==> config.mk <==
export PLATFORM = sky130hd
export DESIGN_NAME = bus_status_reg_flat
export DESIGN_NICKNAME = d
export VERILOG_FILES = /design/src/rtl/bus_status_reg_if.sv /design/src/rtl/bus_status_reg.sv /design/src/flat_wrapper.sv
export SDC_FILE = /design/constraint.sdc
export NUM_CORES = 1
export LEC_CHECK = 0
export BUFFER_PORTS_ARGS = -buffer_cell sky130_fd_sc_hd__buf_4
export CORE_MARGIN = 2
export CORE_UTILIZATION = 23
export CTS_CLUSTER_SIZE = 24
export DETAILED_ROUTE_END_ITERATION = 8
export PLACE_DENSITY = 0.73
export RECOVER_POWER = 100
export SYNTH_ARGS = -nofsm -noshare
export SYNTH_HDL_FRONTEND = slang
export SYNTH_SLANG_ARGS = --single-unit
export TNS_END_PERCENT = 30
==> constraint.sdc <==
create_clock -name bus_clk -period 0.8 [get_ports bus_clk]
set_clock_uncertainty 0.05 [all_clocks]
set_input_delay 0.04 -clock bus_clk [delete_from_list [all_inputs] [get_ports bus_clk]]
set_output_delay 0.04 -clock bus_clk [all_outputs]
set_load 0.005 [all_outputs]
==> src/rtl/bus_status_reg_if.sv <==
// Register-bus request/response bundle for bus_status_reg.
// Latency: none (wires only).
// Backpressure: none; the bus has no wait states.
interface bus_status_reg_if #(
    parameter int ADDR_WIDTH = 16,
    parameter int BUS_WIDTH  = 32
);
    logic [ADDR_WIDTH-1:0] bus_addr;
    logic [BUS_WIDTH-1:0]  bus_wr_data;
    logic                  bus_wr_en;
    logic                  bus_rd_en;
    logic [BUS_WIDTH-1:0]  bus_rd_data;

    modport master (
        output bus_addr,
        output bus_wr_data,
        output bus_wr_en,
        output bus_rd_en,
        input  bus_rd_data
    );

    modport slave (
        input  bus_addr,
        input  bus_wr_data,
        input  bus_wr_en,
        input  bus_rd_en,
        output bus_rd_data
    );
endinterface

==> src/rtl/bus_status_reg.sv <==
// Status inputs via pad+sync chain; sticky W1C events; optional masked irq (macro BUS_STATUS_REG_IRQ_EN).
// Latency: in->stat SYNC+1 edges, evt +1, irq +1; register reads return one cycle after the request.
// Backpressure: none; every access completes in one bus cycle, bus_rd_data is zero when not addressed.
module bus_status_reg #(
    parameter int                   ADDR       = 0,
    parameter int                   DATAWIDTH  = 1,
    parameter int                   SYNC       = 2,
    parameter logic [DATAWIDTH-1:0] INV        = '0,
    parameter logic [DATAWIDTH-1:0] EDGE       = '0,
    parameter logic [DATAWIDTH-1:0] IZ         = '0,
    parameter int                   ADDR_WIDTH = 16,
    parameter int                   BUS_WIDTH  = 32
) (
    input  logic                 bus_clk,
    input  logic                 bus_reset_l,
    bus_status_reg_if.slave      bus,
    input  logic [DATAWIDTH-1:0] in,
    output logic                 irq
);

    localparam logic [ADDR_WIDTH-1:0] STAT_ADDR = ADDR_WIDTH'(ADDR);
    localparam logic [ADDR_WIDTH-1:0] EVT_ADDR  = ADDR_WIDTH'(ADDR + 1);

    logic [DATAWIDTH-1:0] pad_q;
    logic [DATAWIDTH-1:0] sync_q [SYNC];
    logic [DATAWIDTH-1:0] stat;
    logic [SYNC:0]        warm_q;
    logic [DATAWIDTH-1:0] prev_q;
    logic [DATAWIDTH-1:0] evt_q;
    logic [DATAWIDTH-1:0] set_v;
    logic [DATAWIDTH-1:0] clr_v;
    logic [BUS_WIDTH-1:0] rd_val;
    logic [BUS_WIDTH-1:0] rd_data_q;
    logic                 wr_data_unused;

    // Pad flop, optional inversion, then the synchronizer chain.
    always_ff @(posedge bus_clk or negedge bus_reset_l) begin
        if (!bus_reset_l) begin
            pad_q <= '0;
            for (int i = 0; i < SYNC; i++) sync_q[i] <= '0;
        end else begin
            pad_q     <= in;
            sync_q[0] <= pad_q ^ INV;
            for (int i = 1; i < SYNC; i++) sync_q[i] <= sync_q[i-1];
        end
    end

    assign stat = sync_q[SYNC-1];

    // Count the edges it takes the chain to flush its reset zeros. Until then prev
    // is held at all 1s, so an input already high at reset release does not look
    // like a 0->1 transition when the chain finally delivers it.
    always_ff @(posedge bus_clk or negedge bus_reset_l) begin
        if (!bus_reset_l) warm_q <= '0;
        else              warm_q <= {warm_q[SYNC-1:0], 1'b1};
    end

    // Previous stat sample for rising-edge capture.
    always_ff @(posedge bus_clk or negedge bus_reset_l) begin
        if (!bus_reset_l) prev_q <= '1;
        else              prev_q <= warm_q[SYNC] ? stat : '1;
    end

    // Level bits set while high; edge bits only on 0->1. Clear comes from a W1C write.
    always_comb begin
        set_v = stat & ~(prev_q & EDGE);
        clr_v = '0;
        if (bus.bus_wr_en && bus.bus_addr == EVT_ADDR)
            clr_v = bus.bus_wr_data[DATAWIDTH-1:0];
    end

    // Sticky event word; a set in the same cycle as a clear wins.
    always_ff @(posedge bus_clk or negedge bus_reset_l) begin
        if (!bus_reset_l) evt_q <= '0;
        else              evt_q <= (evt_q & ~clr_v) | set_v;
    end

`ifdef BUS_STATUS_REG_IRQ_EN
    localparam logic [ADDR_WIDTH-1:0] MASK_ADDR = ADDR_WIDTH'(ADDR + 2);

    logic [DATAWIDTH-1:0] mask_q;

    // Interrupt mask, plain read/write.
    always_ff @(posedge bus_clk or negedge bus_reset_l) begin
        if (!bus_reset_l)
            mask_q <= IZ;
        else if (bus.bus_wr_en && bus.bus_addr == MASK_ADDR)
            mask_q <= bus.bus_wr_data[DATAWIDTH-1:0];
    end

    // Registered level interrupt from any unmasked event.
    always_ff @(posedge bus_clk or negedge bus_reset_l) begin
        if (!bus_reset_l) irq <= 1'b0;
        else              irq <= |(evt_q & mask_q);
    end
`else
    assign irq = 1'b0;
`endif

    // Read mux; unmatched addresses return zero so the bus OR-combine stays clean.
    always_comb begin
        rd_val = '0;
        if (bus.bus_addr == STAT_ADDR)
            rd_val[DATAWIDTH-1:0] = stat;
        else if (bus.bus_addr == EVT_ADDR)
            rd_val[DATAWIDTH-1:0] = evt_q;
`ifdef BUS_STATUS_REG_IRQ_EN
        else if (bus.bus_addr == MASK_ADDR)
            rd_val[DATAWIDTH-1:0] = mask_q;
`endif
    end

    // Read response held for one cycle, zero otherwise.
    always_ff @(posedge bus_clk or negedge bus_reset_l) begin
        if (!bus_reset_l) rd_data_q <= '0;
        else              rd_data_q <= bus.bus_rd_en ? rd_val : '0;
    end

    assign bus.bus_rd_data = rd_data_q;

    // Write-data bits above DATAWIDTH carry nothing for this block.
    assign wr_data_unused = ^bus.bus_wr_data;

endmodule

==> src/flat_wrapper.sv <==
// flat-port wrapper written by rule: the top's interface ports become plain ports
module bus_status_reg_flat 
#(
    parameter int                   ADDR       = 0,
    parameter int                   DATAWIDTH  = 1,
    parameter int                   SYNC       = 2,
    parameter logic [DATAWIDTH-1:0] INV        = '0,
    parameter logic [DATAWIDTH-1:0] EDGE       = '0,
    parameter logic [DATAWIDTH-1:0] IZ         = '0,
    parameter int                   ADDR_WIDTH = 16,
    parameter int                   BUS_WIDTH  = 32
)
  (bus_clk, bus_reset_l, in, irq, bus_bus_addr, bus_bus_wr_data, bus_bus_wr_en, bus_bus_rd_en, bus_bus_rd_data);
  bus_status_reg_if #(.ADDR_WIDTH(ADDR_WIDTH), .BUS_WIDTH(BUS_WIDTH)) bus_i ();
  input  logic bus_clk;
  input  logic bus_reset_l;
  input  logic [DATAWIDTH-1:0] in;
  output logic irq;
  input wire logic [$bits(bus_i.bus_addr)-1:0] bus_bus_addr;
  input wire logic [$bits(bus_i.bus_wr_data)-1:0] bus_bus_wr_data;
  input wire logic [$bits(bus_i.bus_wr_en)-1:0] bus_bus_wr_en;
  input wire logic [$bits(bus_i.bus_rd_en)-1:0] bus_bus_rd_en;
  output wire logic [$bits(bus_i.bus_rd_data)-1:0] bus_bus_rd_data;
  assign bus_i.bus_addr = bus_bus_addr;
  assign bus_i.bus_wr_data = bus_bus_wr_data;
  assign bus_i.bus_wr_en = bus_bus_wr_en;
  assign bus_i.bus_rd_en = bus_bus_rd_en;
  assign bus_bus_rd_data = bus_i.bus_rd_data;
  bus_status_reg #(.ADDR(ADDR), .DATAWIDTH(DATAWIDTH), .SYNC(SYNC), .INV(INV), .EDGE(EDGE), .IZ(IZ), .ADDR_WIDTH(ADDR_WIDTH), .BUS_WIDTH(BUS_WIDTH)) u_core (.bus_clk(bus_clk), .bus_reset_l(bus_reset_l), .bus(bus_i), .in(in), .irq(irq));
endmodule
==> run metrics, run 1 <==
R2R Path Start=u_core.set_v$_DFF_PN0_; synth unique cells=10; vias after detailed routing=321; final core utilization=30.1%; DR WL met3=143 um; initial antenna violation count=0; Seq pwr share=38.6%; Core Area=1920 um2; syn avg cell area=9.74 um2; hold endpoint=u_core.bus.bus_rd_data[0]$_DFF_PN0_; port buffer count=22; Setup TNS=-0.0881 ns; final setup vio count=2; sequential-to-total area share from yosys stat=27.3%; area grow syn2layout=26.5%; switching power of the nets=0.000160 W; final wirelength=629 um; area occupied by multi-input gates=209 um2; Filler Cell Count=211; pwr/cell area=1180 nW/um2; root buffer cell=clkbuf_4; All-Layer GR Usage=5.15%; drt first pass iters=4; CTS tree=done; critical path's largest stage delay=0.39 ns; final setup margin=-0.0859 ns; maximum root-to-sink buffer count=2; hold depth=2; WL/cell=6.23 um; vias in the first global route=262; Pins Over Slew Limit=0; reg2reg setup slack=-0.09 ns; Switching Fraction=23.3%; GPL Wtd Cong=0.661; critical path, cell by cell=nand4b_1 -> o22a_1; # DRC=0; peak supply drop=656 uV; outcome=finished with violations; Iter 0 DRT Violations=2; # rows=16; layout cells sized above 1=37.8%; fin crit share=111%; Layout Nets=128; CP required=0.87 ns; violated checks=setup timing; crit path kind=register to register; area leader, netlist=buf_4; combinational power share=20.3%; CTS Buf Count=3; metal2 WL=315 um; Clock Power Share=41.0%; final hold violations=0; CP Capture Type=register; fmax=1130 MHz; Synth Cell Area=458 um2; startpoint types=register; Yosys top cell area share=52.5%; Sequential cell area=125 um2; total gr overflow=0; #FFs+latches synth=5; IO Count=86; DIE HEIGHT=48.6 um; largest net degree at the start of global routing=6; Mapped Cells=47; CTS sink cnt=5; Top Layer Used=met3; hold_sp=bus_bus_rd_en; minimum clock period=0.886 ns; maxcap violations=0; # Post-CTS Setup Buffers=0; slowest CP cell=dfrtp_1; CTS HTree Levels=1; r2r endpoint=u_core.evt_q$_DFF_PN0_; CP max FO=3; critical path buffer and inverter count=0; Int Pwr=0.000526 W; P_leak=0.302 nW; initial core utilization=23.8%; Arrival @ worst endpoint=0.96 ns; vias per cell=3.18; clock-pin slew on the worst setup and hold paths=0.04 ns; RSZ-0062 raised after global routing=true; DIE AREA=2360 um2; reg2reg path depth=2; ANT cells=0; top post-synthesis cells by area=buf_4 52%, dfrtp_1 27%, nor4_2 8.2%; Design Area, Final=579 um2; antenna viol nets, final=0; worst-skew pair later-pin latency=0.24 ns; DIE WIDTH=48.6 um; DPL Wire Length=608 um; first-pass GRT wire length=931 um; met1 wire length=170 um; worst min-delay path class=input port to register; placed inst area=533 um2; Yosys warning total=0; Top delay family on crit path=flip-flops
[metrics by stage]
stage	hold slack, ns	setup slack (ns)	power (W)	instances
5_1_grt	0.0227	-0.126	0.000734	101
4_1_cts	0.00520	-0.0955	0.000704	101
2_1_floorplan	-0.306	-0.0364	0.000425	78
3_3_place_gp	-0.207	-0.155	0.000400	95
3_5_place_dp	-0.206	-0.194	0.000401	95
6_report	0.00733	-0.0859	0.000686	101
[final cells by class]
| cell class | instances | area share [%] |
|---|---|---|
| Clock buffer | 4 | 4.54 |
| Timing Repair Buffer | 24 | 32.0 |
| Tap cell | 27 | 5.83 |
| Multi-Input combinational cell | 41 | 36.1 |
| Sequential cell | 5 | 21.6 |
[placed cells by master, fill, tap and decap left out]
cell type,Yosys,routed
buf_4,32,19
buf_6,0,1
clkbuf_1,0,2
clkbuf_4,0,4
conb_1,1,32
dfrtp_1,5,5
dlygate4sd3_1,0,2
mux2i_1,1,1
nand4_1,1,1
nand4b_1,1,1
nor3_1,1,1
nor3b_2,1,1
nor4_2,3,3
o22a_1,1,1
[layer usage]
layer  track usage (%)  up-vias
met5                 0        -
met2              8.45       38
li1                  -      144
met3              1.85        0
met1              5.18      139
met4              4.29        0
[worst register-to-register path, cell delays in order (launching register included)]
cell	delay (ns)
dfrtp_1	0.39
nand4b_1	0.17
o22a_1	0.16
[power by group through the flow]
stage          Sequential, W  Combinational (W)  Clock, W
2_1_floorplan       0.000267           0.000157         0
3_3_place_gp        0.000268           0.000131         0
3_5_place_dp        0.000269           0.000133         0
4_1_cts             0.000265           0.000141  0.000298
5_1_grt             0.000265           0.000157  0.000312
6_report            0.000265           0.000139  0.000281
[flip-flops by register name (all words and copies together), names as in the netlist]
name / count
u_core.evt_q: 1
u_core.bus.bus_rd_data: 1
u_core.set_v: 1
u_core.pad_q: 1
u_core.sync_q: 1
[cell usage after synthesis, drive strengths merged]
| library cell | n |
|---|---|
| nand4 | 1 |
| mux2i | 1 |
| o22a | 1 |
| nor3 | 1 |
| nand4b | 1 |
| conb | 1 |
| dfrtp | 5 |
| nor4 | 3 |
| nor3b | 1 |
| buf | 32 |
[repair_timing]
action | in CTS | in global routing
hold buffers | 2 | 0
endpoints found under the setup margin | 2 | 3
gates resized for setup | 1 | 0
hold endpoints to repair | 6 | 0
cloned | 0 | 0
[worst max path at each step]
stage | start | endpoint | slack (ns) | depth (start not counted)
after global placement | bus_bus_addr[5] | u_core.evt_q$_DFF_PN0_ | -0.15 | 4
after detailed placement | bus_bus_addr[15] | u_core.evt_q$_DFF_PN0_ | -0.19 | 4
after CTS | u_core.set_v$_DFF_PN0_ | u_core.evt_q$_DFF_PN0_ | -0.1 | 2
final | u_core.set_v$_DFF_PN0_ | u_core.evt_q$_DFF_PN0_ | -0.09 | 2
after global routing | u_core.set_v$_DFF_PN0_ | u_core.evt_q$_DFF_PN0_ | -0.13 | 2
after floorplan | u_core.set_v$_DFF_PN0_ | u_core.evt_q$_DFF_PN0_ | -0.04 | 2
[logic make-up (layout without fill, tap and decap cells)]
kind of cell / count (synthesis) / count (layout) / synth area share [%]
AOI/OAI and AO/OA: 1 / 1 / 1.91
other: 1 / 32 / 0.819
buffers and inverters: 32 / 28 / 52.5
muxes: 1 / 1 / 2.19
DFF: 5 / 5 / 27.3
and+or+nand+nor: 7 / 7 / 15.3
Note: power is estimated with default switching activity, not from simulation.
==> inputs of run 2 (changes only) <==
--- a/config.mk
+++ b/config.mk
@@ -6,11 +6,13 @@
 export NUM_CORES = 1
 export LEC_CHECK = 0
 export BUFFER_PORTS_ARGS = -buffer_cell sky130_fd_sc_hd__buf_4
+export CELL_PAD_IN_SITES_DETAIL_PLACEMENT = 1
+export CELL_PAD_IN_SITES_GLOBAL_PLACEMENT = 2
 export CORE_MARGIN = 2
-export CORE_UTILIZATION = 23
+export CORE_UTILIZATION = 10
 export CTS_CLUSTER_SIZE = 24
 export DETAILED_ROUTE_END_ITERATION = 8
-export PLACE_DENSITY = 0.73
+export PLACE_DENSITY = 0.77
 export RECOVER_POWER = 100
 export SYNTH_ARGS = -nofsm -noshare
 export SYNTH_HDL_FRONTEND = slang
==> run 2 against run 1 <==
Against the previous run:
- the flow still finishes with violations (setup timing)
- sequential power about the same
- setup slack got worse by 0.0079 ns
- final cell count increased by 26%
- total power increased by 27%
- register-to-register slack about the same
- critical path type unchanged
==> run metrics, run 2 (synthesis gave the netlist of run 1 again) <==
P_leak=0.315 nW; DIE HEIGHT=71.7 um; hold_sp=bus_bus_rd_en; commonest non-fill, non-tap cell in the layout=conb_1; violated checks=setup timing; port buffer count=22; vias per cell=2.44; maxcap violations=0; Top delay family on crit path=flip-flops; All-Layer GR Usage=3.40%; Worst Setup SP=u_core.set_v$_DFF_PN0_; fmax=1120 MHz; slowest CP cell=dfrtp_1; worst-skew pair later-pin latency=0.22 ns; vias in the first global route=296; crit path kind=register to register; Pins Over Slew Limit=0; drt first pass iters=2; clock-pin slew on the worst setup and hold paths=0.03 ns; CP Capture Type=register; final wirelength=856 um; CTS tree=done; CTS sink cnt=5; minimum clock period=0.894 ns; CTS HTree Levels=1; Iter 0 DRT Violations=2; final core utilization=14.5%; Setup TNS=-0.0938 ns; pwr/cell area=1360 nW/um2; first-pass GRT wire length=1250 um; critical path's largest stage delay=0.38 ns; placed insts=120; CP required=0.85 ns; critical path buffer and inverter count=0; # rows=24; area grow syn2layout=39.1%; fin crit share=112%; commonest cells after routing, fill and taps aside=32 x conb_1, 20 x buf_4, 5 x dfrtp_1; Layout Nets=129; final hold violations=0; root buffer cell=clkbuf_8; reg2reg setup slack=-0.09 ns; maximum root-to-sink buffer count=2; CP max FO=3; final setup margin=-0.0938 ns; RSZ-0062 raised after global routing=true; IO Count=86; DIE WIDTH=71.7 um; Filler Cell Count=529; Sequential cell area=125 um2; vias after detailed routing=310; DPL Wire Length=789 um; final setup vio count=1; GPL Wtd Cong=0.638; layout cells sized above 1=38.7%; initial antenna violation count=0; largest net degree at the start of global routing=6; Arrival @ worst endpoint=0.94 ns; antenna viol nets, final=0; WL/cell=6.74 um; startpoint types=register; area occupied by multi-input gates=209 um2; CTS Buf Count=3; ANT cells=0; Finished Layout Cells=127; initial core utilization=10.4%; Core Area=4380 um2; R2R Path Start=u_core.set_v$_DFF_PN0_; # DRC=0; total gr overflow=0; worst min-delay path class=input port to register; critical path, cell by cell=nand4b_1 -> o22a_1; peak supply drop=415 uV; DIE AREA=5140 um2; outcome=finished with violations; Place WS=-0.211 ns
[run 2: area by class of cell]
type	instances	share of cell area [%]
Multi-Input combinational cell	41	32.8
Sequential cell	5	19.6
Timing Repair Buffer	25	30.3
Clock buffer	4	7.07
Tap cell	52	10.2
[run 2: worst reg2reg max path, stage by stage (launching register included)]
cell and delay, ns:
dfrtp_1 0.38, nand4b_1 0.18, o22a_1 0.17
[run 2: path summary, 6_finish.rpt]
kind	to	cells after the start
max in group asynchronous	u_core.evt_q$_DFF_PN0_	2
min in group asynchronous	u_core.sync_q[1]$_DFF_PN0_	2
setup reg to reg	u_core.evt_q$_DFF_PN0_	2
setup / recovery	u_core.evt_q$_DFF_PN0_	2
hold / removal	u_core.bus.bus_rd_data[0]$_DFF_PN0_	2
hold reg to reg	u_core.sync_q[1]$_DFF_PN0_	0
[run 2: repair_timing]
action	in CTS	in global routing
hold buffers	2	0
setup buffers	1	0
pin swaps	0	0
endpoints found under the setup margin	2	3
endpoints found under the hold margin	6	0
resized for setup	0	1
[run 2: through the flow]
step	total power (W)	hold WS [ns]	instance area, um2
6_report	0.000868	0.0361	637
5_1_grt	0.000935	0.0462	637
4_1_cts	0.000885	0.0411	637
3_5_place_dp	0.000404	-0.205	564
3_3_place_gp	0.000402	-0.206	564
2_1_floorplan	0.000425	-0.306	574
[run 2: routing by layer]
layer / up-vias / routed length [um] / track usage [%]
met5: - / 0 / 0
met4: 0 / 0 / 1.26
met3: 0 / 156 / 3.38
met1: 138 / 284 / 3.39
met2: 25 / 415 / 4.84
li1: 147 / - / -
[run 2: power by group]
part	internal [W]	switching (W)	total [W]
clock network	0.000341	0.000116	0.000457
logic	0.0000795	0.0000663	0.000146
registers	0.000262	0.00000314	0.000265
